**config.mk**
```make
export PLATFORM = sky130hd
export DESIGN_NAME = input_conditioner
export DESIGN_NICKNAME = d
export VERILOG_FILES = /design/src/rtl/input_conditioner_pkg.sv /design/src/rtl/btn_debounce_fsm.sv /design/src/rtl/input_conditioner.sv
export SDC_FILE = /design/constraint.sdc
export NUM_CORES = 1
export LEC_CHECK = 0
export CAP_MARGIN = 10
export CORE_UTILIZATION = 29
export DETAILED_ROUTE_END_ITERATION = 10
export GPL_TIMING_DRIVEN = 0
export PLACE_DENSITY_LB_ADDON = 0.15
export SYNTH_ARGS = -nofsm -noshare
export SYNTH_HDL_FRONTEND = slang
export SYNTH_SLANG_ARGS = --single-unit
export TNS_END_PERCENT = 50
```
**constraint.sdc**
```tcl
create_clock -name clk -period 5.5 [get_ports clk]
set_clock_uncertainty 0.1 [all_clocks]
set_input_delay 0.825 -clock clk [delete_from_list [all_inputs] [get_ports clk]]
set_output_delay 0.825 -clock clk [all_outputs]
set_load 0.02 [all_outputs]
```
**src/rtl/input_conditioner_pkg.sv**
```systemverilog
// Shared types and defaults for the push-button / switch input conditioner.
package input_conditioner_pkg;

  // Debounce FSM states. Level output is high in ST_HELD and ST_RELEASE_WAIT.
  typedef enum logic [1:0] {
    ST_IDLE         = 2'd0,
    ST_PRESS_WAIT   = 2'd1,
    ST_HELD         = 2'd2,
    ST_RELEASE_WAIT = 2'd3
  } db_state_t;

  // Default stable-sample count needed to accept a level change.
  localparam int unsigned DEBOUNCE_CYCLES_DEF = 1000000;

endpackage

```
**src/rtl/btn_debounce_fsm.sv**
```systemverilog
// One push-button channel: 2-flop synchronizer, debounce counter and FSM,
// registered one-cycle press pulse and debounced level.
//
// state           | meaning
// ----------------+---------------------------------------------------
// ST_IDLE         | button released and accepted as released
// ST_PRESS_WAIT   | sync high, counting stable samples toward a press
// ST_HELD         | press accepted, pulse already issued
// ST_RELEASE_WAIT | sync low, counting stable samples toward a release
module btn_debounce_fsm
  import input_conditioner_pkg::*;
#(
  parameter int unsigned DEBOUNCE_CYCLES = DEBOUNCE_CYCLES_DEF
) (
  input  logic i_clk,
  input  logic i_rst_n,
  input  logic i_btn,
  output logic o_pulse,
  output logic o_level,
  output logic o_accept
);

  localparam int unsigned     CNT_W  = $clog2(DEBOUNCE_CYCLES + 1);
  localparam logic [CNT_W-1:0] CNT_TC = CNT_W'(DEBOUNCE_CYCLES);

  logic             r_sync1;
  logic             r_sync2;
  db_state_t        r_state;
  db_state_t        w_state_nxt;
  logic [CNT_W-1:0] r_count;
  logic [CNT_W-1:0] w_count_nxt;
  logic             r_pulse;
  logic             w_pulse_nxt;

  // Two-flop synchronizer for the raw asynchronous button.
  always_ff @(posedge i_clk or negedge i_rst_n) begin
    if (!i_rst_n) begin
      r_sync1 <= 1'b0;
      r_sync2 <= 1'b0;
    end else begin
      r_sync1 <= i_btn;
      r_sync2 <= r_sync1;
    end
  end

  // State, counter and pulse registers.
  always_ff @(posedge i_clk or negedge i_rst_n) begin
    if (!i_rst_n) begin
      r_state <= ST_IDLE;
      r_count <= '0;
      r_pulse <= 1'b0;
    end else begin
      r_state <= w_state_nxt;
      r_count <= w_count_nxt;
      r_pulse <= w_pulse_nxt;
    end
  end

  // Next-state logic; the counter saturates at CNT_TC because reaching it
  // always forces a state change that reloads it.
  always_comb begin
    w_state_nxt = r_state;
    w_count_nxt = r_count;
    w_pulse_nxt = 1'b0;
    case (r_state)
      ST_IDLE: begin
        if (r_sync2) begin
          w_state_nxt = ST_PRESS_WAIT;
          w_count_nxt = CNT_W'(1);
        end
      end
      ST_PRESS_WAIT: begin
        if (!r_sync2) begin
          w_state_nxt = ST_IDLE;
          w_count_nxt = '0;
        end else if (r_count == CNT_TC) begin
          w_state_nxt = ST_HELD;
          w_count_nxt = '0;
          w_pulse_nxt = 1'b1;
        end else begin
          w_count_nxt = r_count + CNT_W'(1);
        end
      end
      ST_HELD: begin
        if (!r_sync2) begin
          w_state_nxt = ST_RELEASE_WAIT;
          w_count_nxt = CNT_W'(1);
        end
      end
      ST_RELEASE_WAIT: begin
        if (r_sync2) begin
          w_state_nxt = ST_HELD;
          w_count_nxt = '0;
        end else if (r_count == CNT_TC) begin
          w_state_nxt = ST_IDLE;
          w_count_nxt = '0;
        end else begin
          w_count_nxt = r_count + CNT_W'(1);
        end
      end
      default: begin
        w_state_nxt = ST_IDLE;
        w_count_nxt = '0;
      end
    endcase
  end

  assign o_pulse  = r_pulse;
  assign o_level  = (r_state == ST_HELD) || (r_state == ST_RELEASE_WAIT);
  // Asserted in the cycle before o_pulse so a consumer can capture data on
  // the same edge that raises the pulse.
  assign o_accept = w_pulse_nxt;

endmodule

```
**src/rtl/input_conditioner.sv**
```systemverilog
// Conditions two raw push-buttons and a slide-switch bus: debounced press
// pulses and levels per button, and a switch snapshot on every right press.
module input_conditioner
  import input_conditioner_pkg::*;
#(
  parameter int unsigned DEBOUNCE_CYCLES = DEBOUNCE_CYCLES_DEF,
  parameter int unsigned SW_WIDTH        = 12
) (
  input  logic                clk,
  input  logic                reset,
  input  logic                btnL,
  input  logic                btnR,
  input  logic [SW_WIDTH-1:0] SWs,
  output logic                left_pulse,
  output logic                right_pulse,
  output logic                left_level,
  output logic                right_level,
  output logic [SW_WIDTH-1:0] SWs_snap,
  output logic                snap_valid
);

  logic [SW_WIDTH-1:0] r_sw_sync1;
  logic [SW_WIDTH-1:0] r_sw_sync2;
  logic [SW_WIDTH-1:0] r_sw_snap;
  logic                r_snap_valid;
  logic                w_left_accept;
  logic                w_right_accept;

  btn_debounce_fsm #(
    .DEBOUNCE_CYCLES (DEBOUNCE_CYCLES)
  ) u_left (
    .i_clk    (clk),
    .i_rst_n  (reset),
    .i_btn    (btnL),
    .o_pulse  (left_pulse),
    .o_level  (left_level),
    .o_accept (w_left_accept)
  );

  btn_debounce_fsm #(
    .DEBOUNCE_CYCLES (DEBOUNCE_CYCLES)
  ) u_right (
    .i_clk    (clk),
    .i_rst_n  (reset),
    .i_btn    (btnR),
    .o_pulse  (right_pulse),
    .o_level  (right_level),
    .o_accept (w_right_accept)
  );

  // Per-bit two-flop synchronizer for the switches; switches are not debounced.
  always_ff @(posedge clk or negedge reset) begin
    if (!reset) begin
      r_sw_sync1 <= '0;
      r_sw_sync2 <= '0;
    end else begin
      r_sw_sync1 <= SWs;
      r_sw_sync2 <= r_sw_sync1;
    end
  end

  // Capture the switches on the edge that raises right_pulse.
  always_ff @(posedge clk or negedge reset) begin
    if (!reset) begin
      r_sw_snap    <= '0;
      r_snap_valid <= 1'b0;
    end else if (w_right_accept) begin
      r_sw_snap    <= r_sw_sync2;
      r_snap_valid <= 1'b1;
    end
  end

  assign SWs_snap   = r_sw_snap;
  assign snap_valid = r_snap_valid;

  // Left accept strobe is not needed at this level.
  logic w_unused;
  assign w_unused = w_left_accept;

endmodule
```
==> parameters.txt, run 1 <==
Parameter                              Value

Detailed routing
  Via density per instance    ~4.8
  Initial drt markers    about 130
  Detailed-route via count    around 2.7k
  Total wirelength of the detailed-routed design    about 8000 um
  Post-detailed-route count of antenna-violating nets    0
  DR WL/cell    ~14 um
  Residual DRC count    0
  First-pass DRT Iterations    4

Cells and area
  Fraction of layout cells with a size suffix above 1    0.1250
  Final-stage net count    about 400
  Share of the core filled with cells in the final layout    0.3660
  Syn-to-layout area delta    22.44%
  Number of diodes    0
  Cell area after layout    about 4700 um2

Clock network
  Clock transition time at the flip-flop clock pins of the worst setup and hold paths    about 70 ps
  Post-CTS setup buffers    0
  CTS tree    yes
  Depth of the CTS H-tree    3
  Root buffer selected by CTS    clkbuf_16
  Quantity of gates resized following cts    0
  Insertion delay to the later sink of the worst-skew pair    around 350 ps
  Number of CTS-inserted buffers    9
  Max Root-Sink Buffers    2
  Count of hold buffers inserted by post-cts repair    0
  Total clock sinks    between 80 and 90

STA
  Worst-Margin Slew    661.4 ps
  Max-slew violations    0
  Sum Neg Setup Slack    0 ps
  Max transition margin    0.5557
  Final worst-path cycle share    0.4371
  Setup violations, final    0
  Max Freq    around 420 MHz
  Final critical delay including setup and external delays    ~2400 ps
  Unrepaired setup endpoints after global routing    no
  Hold Vio Cnt, Final    0

Synthesis
  Library cell occupying the most area in the post-synthesis netlist    dfrtp_1
  Average size of a mapped cell    11.35 um2
  Number of enable flip-flop cells after synthesis    0
  Total nets after synthesis    between 300 and 400
  Post-Synthesis Cell Area    3802 um2
  Largest cells by area after synthesis    dfrtp_1, mux2_2, nand2_1
  Synth cell types    49
  Warnings, synthesis    0
  Fraction of post-synthesis cell area in the top cell type by area    0.5726
  Flop and latch count out of synthesis    87
  Asr flop ratio synth    1.000
  Most common flop cell mapped by yosys    dfrtp_1
  Cells after Synth    335
  Sequential element share of the synthesized area    0.5726

Global route
  Number of global-route vias before repair    about 2.6k
  Overall global routing resource usage    0.1332
  Largest net degree at the start of global routing    64
  Wire length of the first global-routing pass    ~14,000 um
  Grt ovf    0
  Antenna violations before repair    0

Floorplanning
  DIE AREA    ~14,000 um2
  Starting density of the core    0.2989
  Floorplan die height    116.5 um
  Die extent in x    116.5 um
  Floorplan row count    roughly 40
  I/O pin count    33
  Core Region    ~13,000 um2

Critical path
  Launching element type of the critical path    register
  Worst Setup Path Type    reg -> out
  Worst EP required    about 4600 ps
  Cell with the biggest individual delay on the critical path    clkdlybuf4s50_1
  Crit path max fanout    5
  Cells along the critical path    clkbuf_1 -> clkdlybuf4s50_1
  Category of the worst setup path capture point    output port
  Critical Path AT    1480 ps
  CP max stage delay    around 600 ps

Power and ir drop
  Leakage    about 2.0 nW
  Power density over cell area    330.1 nW/um2
  Worst VDD drop    approximately 0.17 mV

Flow run
  Reported max-cap violation count    0

Worst hold path
  Class of the tightest hold or removal check    reg -> reg

Placement
  DP HPWL    about 5400 um
  Quantity of I/O buffers inserted on ports    32
  Routability congestion estimate from global placement    ~0.77
  Total cell area at the placement stage    4363 um2

Status
  Run status    finished clean
==> cell usage in the layout (no fill, tap or decap), drive strengths merged, types with 6 or more instances in the layout <==
master	synthesis	routed
dfrtp	87	87
nand2	34	34
clkdlybuf4s50	0	31
o21ai	23	23
nand3	18	18
clkbuf	9	18
xor2	14	14
mux2	14	14
nor2	13	13
inv	7	13
a21oi	11	11
a31oi	11	11
nand4	9	9
nor3	9	9
and3	7	7
xnor2	7	7
buf	5	7
nor4	6	6
==> where the power goes <==
group          internal, mW  switching, mW  total [mW]  leakage [nW]
Combinational        0.0851          0.129       0.214         0.682
Clock                 0.321          0.284       0.605         0.143
Sequential            0.676         0.0425       0.718          1.14
==> metrics by stage <==
stage	power, mW	setup WS, ps	instances	hold slack, ps
2_1_floorplan	0.8603	3497	335	231.2
3_3_place_gp	0.9444	236.0	539	231.7
3_5_place_dp	0.9495	3123	540	234.7
4_1_cts	1.569	3082	556	250.5
5_1_grt	1.626	2973	556	254.7
6_report	1.537	3096	556	245.5
==> final timing paths <==
| check | start | to | slack (ps) | cells after the start |
|---|---|---|---|---|
| worst max-delay path | register | right_level | 3100 | 2 |
| worst min-delay path | r_sw_sync1[11] | r_sw_sync2[11] | 250 | 0 |
| worst max register to register | u_right.r_count[0] | SWs_snap[3] | 3140 | 8 |
| worst min register to register | r_sw_sync1[11] | r_sw_sync2[11] | 250 | 0 |
| max in group asynchronous | reset | u_left.r_count[11] | 4400 | 2 |
| min in group asynchronous | reset | u_right.r_count[6] | 280 | 1 |
==> routing by layer <==
layer	share of wire	GRT usage	wire, um	up-vias
met1	0.47	0.1761	3748	1329
met3	0.053	0.04826	423	6
met4	0.011	0.03846	86	0
li1	-	-	-	1301
met5	0	0	0	-
met2	0.47	0.2043	3735	43
==> logic make-up after synthesis <==
logic type,share of synthesized area
xor gates and xnor gates,0.04837
muxes,0.04146
buffers and inverters,0.02665
and+or+nand+nor,0.1810
adders and majority gates,0.01316
DFF,0.5726
AOI/OAI and AO/OA,0.1168
==> area by class of cell <==
class	instances	area, um2
timing repair buffer	33	345.3
clock buffer	9	225.2
fill	1337	8066
buffer	14	75.07
tap	172	215.2
multi-input combinational	227	1524
inverter	7	26.28
clock inverter	7	67.56
sequential	87	2177
==> cells in the mapped netlist, types with 3 or more instances <==
cell and number:
dfrtp_1 87, nand2_1 34, o21ai_0 23, nand3_1 18
mux2_2 14, xor2_1 14, nor2_1 13, a21oi_1 11
a31oi_1 10, nand4_1 9, clkbuf_1 8, and3_1 7
inv_1 7, nor3_1 7, xnor2_1 7, nor4_1 6
a41oi_1 5, a32o_1 4, ha_1 4, a21o_1 3
nor2b_1 3
==> state kept, by name, indices dropped and copies added (netlist names), 12 cells and up, named ones only <==
register         flops
r_sw_sync2          12
r_sw_sync1          12
SWs_snap            12
u_left.r_count      20
u_right.r_count     20
==> worst max-delay path, delay by kind of cell (launching register included) <==
| kind | cells | cell delay (ps) |
|---|---|---|
| buffers and inverters | 2 | 710 |
| flip-flops | 1 | 420 |
(Power assumes the default switching activity.)
==> run 2, diff against run 1 <==
==> constraint.sdc (replaced) <==
create_clock -name clk -period 2.5 [get_ports clk]
set_clock_uncertainty 0.1 [all_clocks]
set_input_delay 0.375 -clock clk [delete_from_list [all_inputs] [get_ports clk]]
set_output_delay 0.375 -clock clk [all_outputs]
set_load 0.02 [all_outputs]
==> parameters.txt, run 2 (synthesized netlist as in run 1, its figures left out) <==
Parameter                              Value

Cells and area
  Post-layout instance count excluding filler cells    558
  Register area    around 2200 um2
  Syn-to-layout area delta    22.90%
  Most common cell after layout, fill and taps aside    dfrtp_1
  Largest registers    u_left.r_count x20, u_right.r_count x20
  Number of diodes    0
  Fraction of layout cells with a size suffix above 1    0.1269
  Final-stage net count    roughly 400
  Leading cell types in the layout, fill and taps excluded    dfrtp_1, nand2_1, clkdlybuf4s50_1
  Area of combinational cells with multiple inputs    around 1500 um2
  Fill cells    about 1.3k

Floorplanning
  Floorplan row count    between 40 and 50
  Die extent in x    ~120 um
  DIE AREA    13,570 um2
  I/O pin count    33
  Starting density of the core    0.2989
  Core Region    roughly 13,000 um2
  Floorplan die height    ~120 um

Detailed routing
  Detailed-route via count    2,688
  DR WL/cell    14.33 um
  Residual DRC count    0
  Via density per instance    between 4 and 5
  First-pass DRT Iterations    4
  Post-detailed-route count of antenna-violating nets    0
  Initial drt markers    about 160
  Total wirelength of the detailed-routed design    between 7000 and 8000 um

Clock network
  CTS tree    yes
  Total clock sinks    87
  Insertion delay to the later sink of the worst-skew pair    ~350 ps
  Depth of the CTS H-tree    3
  Root buffer selected by CTS    clkbuf_16
  Max Root-Sink Buffers    2
  Clock transition time at the flip-flop clock pins of the worst setup and hold paths    70 ps
  Quantity of gates resized following cts    0
  Number of CTS-inserted buffers    9

Placement
  DP HPWL    about 5400 um
  Quantity of I/O buffers inserted on ports    32
  Number of cells in the design after placement    540
  Routability congestion estimate from global placement    0.7664

Critical path
  Worst path top cell family by delay    simple AND/OR/NAND/NOR gates
  Buffer and inverter count on the worst path    2
  Worst Setup Path Type    reg -> reg
  Cell with the biggest individual delay on the critical path    dfrtp_1
  Cells along the critical path    inv_1 -> ha_1 -> nor4b_4 -> nand4_1 -> nor2_1 -> nand4b_2 -> buf_4 -> mux2_2
  Critical Path AT    ~2400 ps
  Crit path max fanout    10
  Register-to-register setup slack    between 200 and 300 ps
  Launching element type of the critical path    register
  Worst EP required    2630 ps
  CP max stage delay    440 ps
  Stages on the worst setup path    8
  Category of the worst setup path capture point    register
  Depth of the worst register-to-register path    8

STA
  Final critical delay including setup and external delays    roughly 2200 ps
  Hold Vio Cnt, Final    0
  Worst-Margin Slew    ~660 ps
  Final worst-path cycle share    0.8869
  Unrepaired setup endpoints after global routing    no
  Max-slew violations    0
  Max transition margin    0.5557
  Setup violations, final    0
  Max Freq    451.0 MHz
  Hold_ws    around 250 ps

Worst hold path
  Number of stages on the worst hold path    0
  Class of the tightest hold or removal check    reg -> reg

Global route
  Overall global routing resource usage    0.1332
  Antenna violations before repair    0
  Largest net degree at the start of global routing    64
  Wire length of the first global-routing pass    roughly 14,000 um
  Number of global-route vias before repair    between 2k and 3k
  Grt ovf    0

Power and ir drop
  Power density over cell area    approximately 720 nW/um2
  Post-route total power    ~3.4 mW
  Worst VDD drop    about 0.37 mV
  Leakage    about 2 nW

Flow run
  Reported max-cap violation count    0

Status
  Run status    finished clean
-- run 2: cell count changes in the layout (fill, tap and decap cells not counted), sizes merged --
cell / change
dlygate4sd3: +1
buf: +1
-- run 2: power by group --
part           internal (mW)  total, mW  switching (mW)
clock network          0.706       1.33           0.625
registers               1.49       1.58          0.0931
logic                  0.191      0.476           0.284
-- run 2: worst paths after layout --
check,from,endpoint
hold / removal,r_sw_sync1[11],r_sw_sync2[11]
setup / recovery,u_right.r_count[0],SWs_snap[3]
max in group asynchronous,reset,u_left.r_count[11]
setup reg to reg,u_right.r_count[0],SWs_snap[3]
hold reg to reg,r_sw_sync1[11],r_sw_sync2[11]
min in group asynchronous,reset,u_right.r_count[6]
-- run 2: area by class of cell --
type	count	share of cell area
clock buffers	9	0.04819
repair buffers	35	0.07764
plain buffers	14	0.01606
flip-flops and latches	87	0.4659
well taps	172	0.04605
multi-input cells	227	0.3261
clock inverters	7	0.01446
inverters	7	0.005622
-- run 2: per-stage QoR --
| step | setup TNS (ps) | cell area (um2) | utilization | setup WS (ps) |
|---|---|---|---|---|
| after floorplan | 0 | 3802 | - | 497.1 |
| after global placement | -200610 | 4338 | 0.3410 | -2314 |
| after detailed placement | 0 | 4363 | 0.3429 | 122.8 |
| after CTS | 0 | 4666 | 0.3667 | 101.9 |
| after global routing | 0 | 4673 | 0.3673 | 121.0 |
| final | 0 | 4673 | 0.3673 | 282.7 |
-- run 2: what timing repair did --
item | in CTS | in global routing
setup endpoints to repair | 0 | 9
endpoints found under the hold margin | 24 | 0
buffers inserted | 0 | 1
hold buffers | 1 | 0
-- run 2: metal layers --
layer	global-route usage	vias up	part of all wire
li1	-	1304	-
met4	0.03846	0	0.011
met1	0.1764	1336	0.47
met5	0	-	0
met2	0.2043	42	0.47
met3	0.04774	6	0.052
==> run 3, diff against run 2 <==
--- a/config.mk
+++ b/config.mk
@@ -9,7 +9,7 @@
 export CORE_UTILIZATION = 29
 export DETAILED_ROUTE_END_ITERATION = 10
 export GPL_TIMING_DRIVEN = 0
-export PLACE_DENSITY_LB_ADDON = 0.15
+export PLACE_DENSITY = 0.5
 export SYNTH_ARGS = -nofsm -noshare
 export SYNTH_HDL_FRONTEND = slang
 export SYNTH_SLANG_ARGS = --single-unit
==> constraint.sdc (replaced) <==
create_clock -name clk -period 2.5 [get_ports clk]
set_clock_uncertainty 0.1 [all_clocks]
set_input_delay 0.625 -clock clk [delete_from_list [all_inputs] [get_ports clk]]
set_output_delay 0.625 -clock clk [all_outputs]
set_load 0.02 [all_outputs]
==> parameters.txt, run 3 (synthesized netlist as in run 1, its figures left out) <==
Parameter                              Value

Floorplanning
  Starting density of the core    0.2989
  Floorplan die height    ~120 um
  I/O pin count    33
  Core Region    12,720 um2
  Die extent in x    116.5 um
  Floorplan row count    just over 40
  DIE AREA    13,570 um2

Critical path
  Crit path max fanout    10
  Buffer and inverter count on the worst path    1
  Worst path top cell family by delay    simple AND/OR/NAND/NOR gates
  Source of the worst register-to-register timing path    u_right.r_count[5]
  Critical Path AT    2330 ps
  Endpoint of the worst-slack reg-to-reg timing path    u_right.r_count[16]
  Register-to-register setup slack    280 ps
  Cells along the critical path    or4b_4 -> nor3_4 -> a31oi_4 -> buf_6 -> a221o_1
  CP max stage delay    560 ps
  Stages on the worst setup path    5
  Critical path startpoint    u_right.r_count[5]
  Depth of the worst register-to-register path    5
  Worst EP required    between 2000 and 3000 ps
  Worst Setup Path Type    reg -> reg
  Cell with the biggest individual delay on the critical path    or4b_4
  Launching element type of the critical path    register
  Critical Path Sink    u_right.r_count[16]
  Category of the worst setup path capture point    register

Detailed routing
  Residual DRC count    0
  Initial drt markers    121
  First-pass DRT Iterations    4
  DR WL/cell    about 14 um
  Post-detailed-route count of antenna-violating nets    0
  Via density per instance    4.811
  Total wirelength of the detailed-routed design    between 7000 and 8000 um
  Detailed-route via count    approximately 2.7k

Clock network
  Total clock sinks    just under 90
  CTS tree    yes
  Depth of the CTS H-tree    3
  Insertion delay to the later sink of the worst-skew pair    roughly 340 ps
  Count of hold buffers inserted by post-cts repair    0
  Root buffer selected by CTS    clkbuf_16
  Number of CTS-inserted buffers    9
  Clock transition time at the flip-flop clock pins of the worst setup and hold paths    roughly 60 ps
  Max Root-Sink Buffers    2

Cells and area
  Leading cell types in the layout, fill and taps excluded    dfrtp_1, nand2_1, clkdlybuf4s50_1
  Final-stage net count    400
  Syn-to-layout area delta    24.02%
  Area of combinational cells with multiple inputs    1526 um2
  Register area    between 2000 and 2500 um2
  Number of diodes    0
  Fraction of layout cells with a size suffix above 1    0.1299
  Most common cell after layout, fill and taps aside    dfrtp_1
  Largest registers    u_left.r_count x20, u_right.r_count x20
  Fill cells    approximately 1.3k
  Share of the core filled with cells in the final layout    0.3707

Flow run
  Reported max-cap violation count    0

STA
  Max transition margin    0.5916
  Final worst-path cycle share    0.8880
  Sum Neg Setup Slack    0 ps
  Post-route setup slack    ~280 ps
  Hold_ws    178.3 ps
  Worst-Margin Slew    just over 600 ps
  Max-slew violations    0
  Max Freq    between 400 and 500 MHz
  Hold Vio Cnt, Final    0
  Final critical delay including setup and external delays    ~2200 ps
  Unrepaired setup endpoints after global routing    no
  Setup violations, final    0

Power and ir drop
  Net switching power of the design    about 0.9 mW
  Power density over cell area    750.3 nW/um2
  Internal Power    around 2.6 mW
  Share of total power in combinational logic    0.132
  Worst VDD drop    approximately 0.33 mV
  Leakage    1.988 nW
  Relative contribution of sequential cells to total power    0.447
  Sw Share    0.2545
  Fraction of power consumed by the clock network    0.421

Worst hold path
  Class of the tightest hold or removal check    in -> async

Placement
  DP HPWL    5208 um
  Pre-CTS worst setup slack    approximately 180 ps
  Quantity of I/O buffers inserted on ports    32
  Routability congestion estimate from global placement    roughly 0.77

Global route
  Largest net degree at the start of global routing    47
  Grt ovf    0
  Overall global routing resource usage    0.1242
  Wire length of the first global-routing pass    around 13,000 um
  Number of global-route vias before repair    2,541
  Antenna violations before repair    0

Status
  Run status    finished clean
run 3: power groups by stage:
stage,Sequential [mW],Combinational (mW),Clock (mW)
3_5_place_dp,1.61,0.472,0
6_report,1.58,0.467,1.49
2_1_floorplan,1.58,0.314,0
4_1_cts,1.58,0.474,1.54
5_1_grt,1.60,0.529,1.59
3_3_place_gp,1.60,0.462,0
run 3: metal layers:
layer | global-route usage | share of wire
met5 | 0 | 0
met4 | 0.03590 | 0.0061
met1 | 0.1662 | 0.48
met3 | 0.03633 | 0.032
met2 | 0.1945 | 0.48
run 3: metrics by stage:
step / area (um2) / instances / power [mW]
finish: 4716 / 557 / 3.538
global route: 4716 / 557 / 3.713
CTS: 4706 / 556 / 3.593
detailed placement: 4363 / 540 / 2.079
global placement: 4338 / 539 / 2.067
floorplan: 3802 / 335 / 1.893
run 3: worst min path at each step:
stage,slack (ps),to
2_1_floorplan,230,SWs_snap[0]
3_3_place_gp,230,r_sw_sync2[9]
3_5_place_dp,230,r_sw_sync2[7]
4_1_cts,210,u_right.r_count[4]
5_1_grt,230,u_right.r_count[8]
6_report,180,u_right.r_count[8]
run 3: worst reg2reg max path: cells and delay by family, from the launching register on:
family / cells / cell delay (ps)
AO/OA/AOI/OAI: 2 / 520
AND/OR/NAND/NOR: 2 / 820
buffers and inverters: 1 / 190
flip-flops: 1 / 470
run 3: layout make-up:
type	instances	share of cell area
repair buffers	34	0.07482
plain buffers	14	0.01592
inverters	7	0.005572
clock inverters	4	0.01618
multi-input cells	227	0.3237
well taps	172	0.04564
clock buffers	12	0.05651
flip-flops and latches	87	0.4617
run 3: what timing repair did:
action | CTS | global route
setup buffers | 0 | 1
resized for setup | 0 | 1
setup endpoints to repair | 0 | 9
==> RTL edit (flow settings as in run 3) <==
Re-encode `db_state_t` (4 states) as one-hot, 4 bits wide.
--- a/src/rtl/input_conditioner_pkg.sv
+++ b/src/rtl/input_conditioner_pkg.sv
@@ -4,7 +4,7 @@
   // Debounce FSM states. Level output is high in ST_HELD and ST_RELEASE_WAIT.
-  typedef enum logic [1:0] {
-    ST_IDLE         = 2'd0,
-    ST_PRESS_WAIT   = 2'd1,
-    ST_HELD         = 2'd2,
-    ST_RELEASE_WAIT = 2'd3
+  typedef enum logic [3:0] {
+    ST_IDLE         = 4'b0001,
+    ST_PRESS_WAIT   = 4'b0010,
+    ST_HELD         = 4'b0100,
+    ST_RELEASE_WAIT = 4'b1000
   } db_state_t;
Formal check against the unedited RTL: same outputs for any inputs over 10 cycles, from zero or initial values and one cycle with reset low; not proved beyond that.
==> RTL edit against run 3 <==
- combinational power grew 6.4%
- synthesized area grew 13%
- worst setup slack lost 0.16 ns
- count of clock-buffer cells in the layout shrank 2
- total power fell by 1.1%
- critical path depth decreased by 2
- final cell count increased by 16%
- cell area up 11%
- sequential cell count rose by 4
- routed wire length increased by 23%
- fmax decreased by 6.5%
- register-to-register slack got worse by 0.10 ns
- synthesized cell count is 21% higher
==> RTL edit: results (changes against run 3) <==
status=completed; number of CTS-inserted buffers=9 (unchanged); share of cells above drive strength 1=14.8% (+1.8 points); IO Port Bufs=32 (unchanged); Worst Tran Pin Value=0.592 ns (-0.0159 ns); crit-path max FO=10 (unchanged); clk_lat worst skew=0.35 ns; M1 GR Usage=18.0% (+1.4 points); DR iter-0 viols=220 (+82%); drt pass-1 iters=4 (unchanged); Post-synth top cells=89 x dfrtp_1, 31 x nand3_1, 29 x a21oi_1, 29 x nand2_1, 16 x nor2_1; Via Count=3232 (+21%); post-synthesis sequential area ratio=53.2% (-4.0 points); ys async rst share=100% (unchanged); Total GRT Usage=13.6% (+1.1 points); Root Buffer=clkbuf_16; first-pass GRT wire length=15.9 mm (+23%); Max IR drop VDD=322 uV (-3.4%); post-synth net total=425 (+20%); via density per instance=5.02 (+4.3%); Worst Path Arrival=1.65 ns (-0.68 ns); Hold Path Class=primary input to async pin; Synth top area share=52.0% (-5.3 points); GR met2 Demand/Resource=21.0% (+1.6 points); dominant cells by area after synthesis=dfrtp_1 52%, mux2_2 3.9%, nand3_1 3.6%; met3 Usage GRT=3.09% (-0.54 points); initial antenna violation count=0 (unchanged); # diodes=0 (unchanged); Final GP Congestion=0.786 (+1.8%); largest net degree at the start of global routing=69 (+47%); Cell variety after synth=67 (+37%); Avg WL per Cell=14.6 um (+6.1%); Clock transition at path regs=0.07 ns; Clock Path Buffers=2 (unchanged); Lkg Pwr=2.15 nW (+8.0%); Top Registers=u_left.r_count (20), u_right.r_count (20); Final HPWL DP=6.29 mm (+21%); vias in the first global route=3178 (+25%); H-Tree Level Count=3 (unchanged); final net count=475 (+19%); Placed Cells=622 (+15%); Synth Instances=405 (+21%); Yosys warning count=0 (unchanged)
==> RTL edit: path summary, 6_finish.rpt <==
| kind | startpoint | end | slack [ns] | depth (start not counted) |
|---|---|---|---|---|
| worst max-delay path | u_left.r_state[0]$_DFFE_PN1P_ | left_level | 0.12 | 3 |
| worst min-delay path | reset | u_right.r_count[15]$_DFFE_PN0P_ | 0.07 | 1 |
| worst max register to register | u_right.r_count[0]$_DFFE_PN0P_ | SWs_snap[4]$_DFFE_PN0P_ | 0.18 | 8 |
| worst min register to register | r_sw_sync1[1]$_DFF_PN0_ | r_sw_sync2[1]$_DFF_PN0_ | 0.25 | 0 |
| max in group asynchronous | reset | u_left.r_count[4]$_DFFE_PN0P_ | 1.58 | 2 |
| min in group clk | r_sw_sync1[1]$_DFF_PN0_ | r_sw_sync2[1]$_DFF_PN0_ | 0.25 | 0 |
==> RTL edit: worst max-delay path, stage by stage (launching register included) <==
cell,delay (ns)
dfstp_2,0.52
clkbuf_1,0.34
a211oi_1,0.09
dlygate4sd2_1,0.34
==> RTL edit: timing repair <==
action                                  CTS  global route
pin swaps                                 0             2
gates resized for setup                   6             2
gates cloned                              0             0
setup buffers                             0             6
endpoints found under the setup margin    2            16
==> RTL edit: area by class of cell <==
type                            instances  area (um^2)
Sequential cell                        91         2280
Fill cell                            1444         9270
Inverter                               15         56.3
Tap cell                              184          230
Multi-Input combinational cell        279         1850
Timing Repair Buffer                   39          390
Clock buffer                           10          229
Clock inverter                          6         70.1
Buffer                                 20          108
==> RTL edit: where the power goes <==
part           switching, W  internal, W
Combinational      0.000293     0.000204
Clock              0.000609     0.000786
Sequential        0.0000651      0.00154
==> RTL edit: logic make-up (layout without fill, tap and decap cells) <==
family	after synthesis	in the layout	synth area share [%]
mux	16	16	4.18
simple gates	160	160	22.0
buf+inv	35	90	3.80
compound gates	94	94	14.6
fa+ha+maj	5	5	1.40
xor+xnor	4	4	0.818
flops	91	91	53.2
==> RTL edit: stage by stage <==
stage	power [W]	hold slack (ns)	cell area [um^2]	setup slack (ns)	setup TNS (ns)
2_1_floorplan	0.00196	0.229	4280	0.392	0
3_3_place_gp	0.00210	0.231	4830	-2.77	-249.05
3_5_place_dp	0.00212	0.235	4860	0.0525	0
4_1_cts	0.00354	0.0773	5160	0.0289	0
5_1_grt	0.00367	0.0884	5210	0.0291	0
6_report	0.00350	0.0740	5210	0.125	0
==> RTL edit: per-layer routing <==
layer	vias to the layer above	wire length [um]
met4	0	145
li1	1590	-
met5	-	0
met3	12	303
met2	44	4380
met1	1586	4580
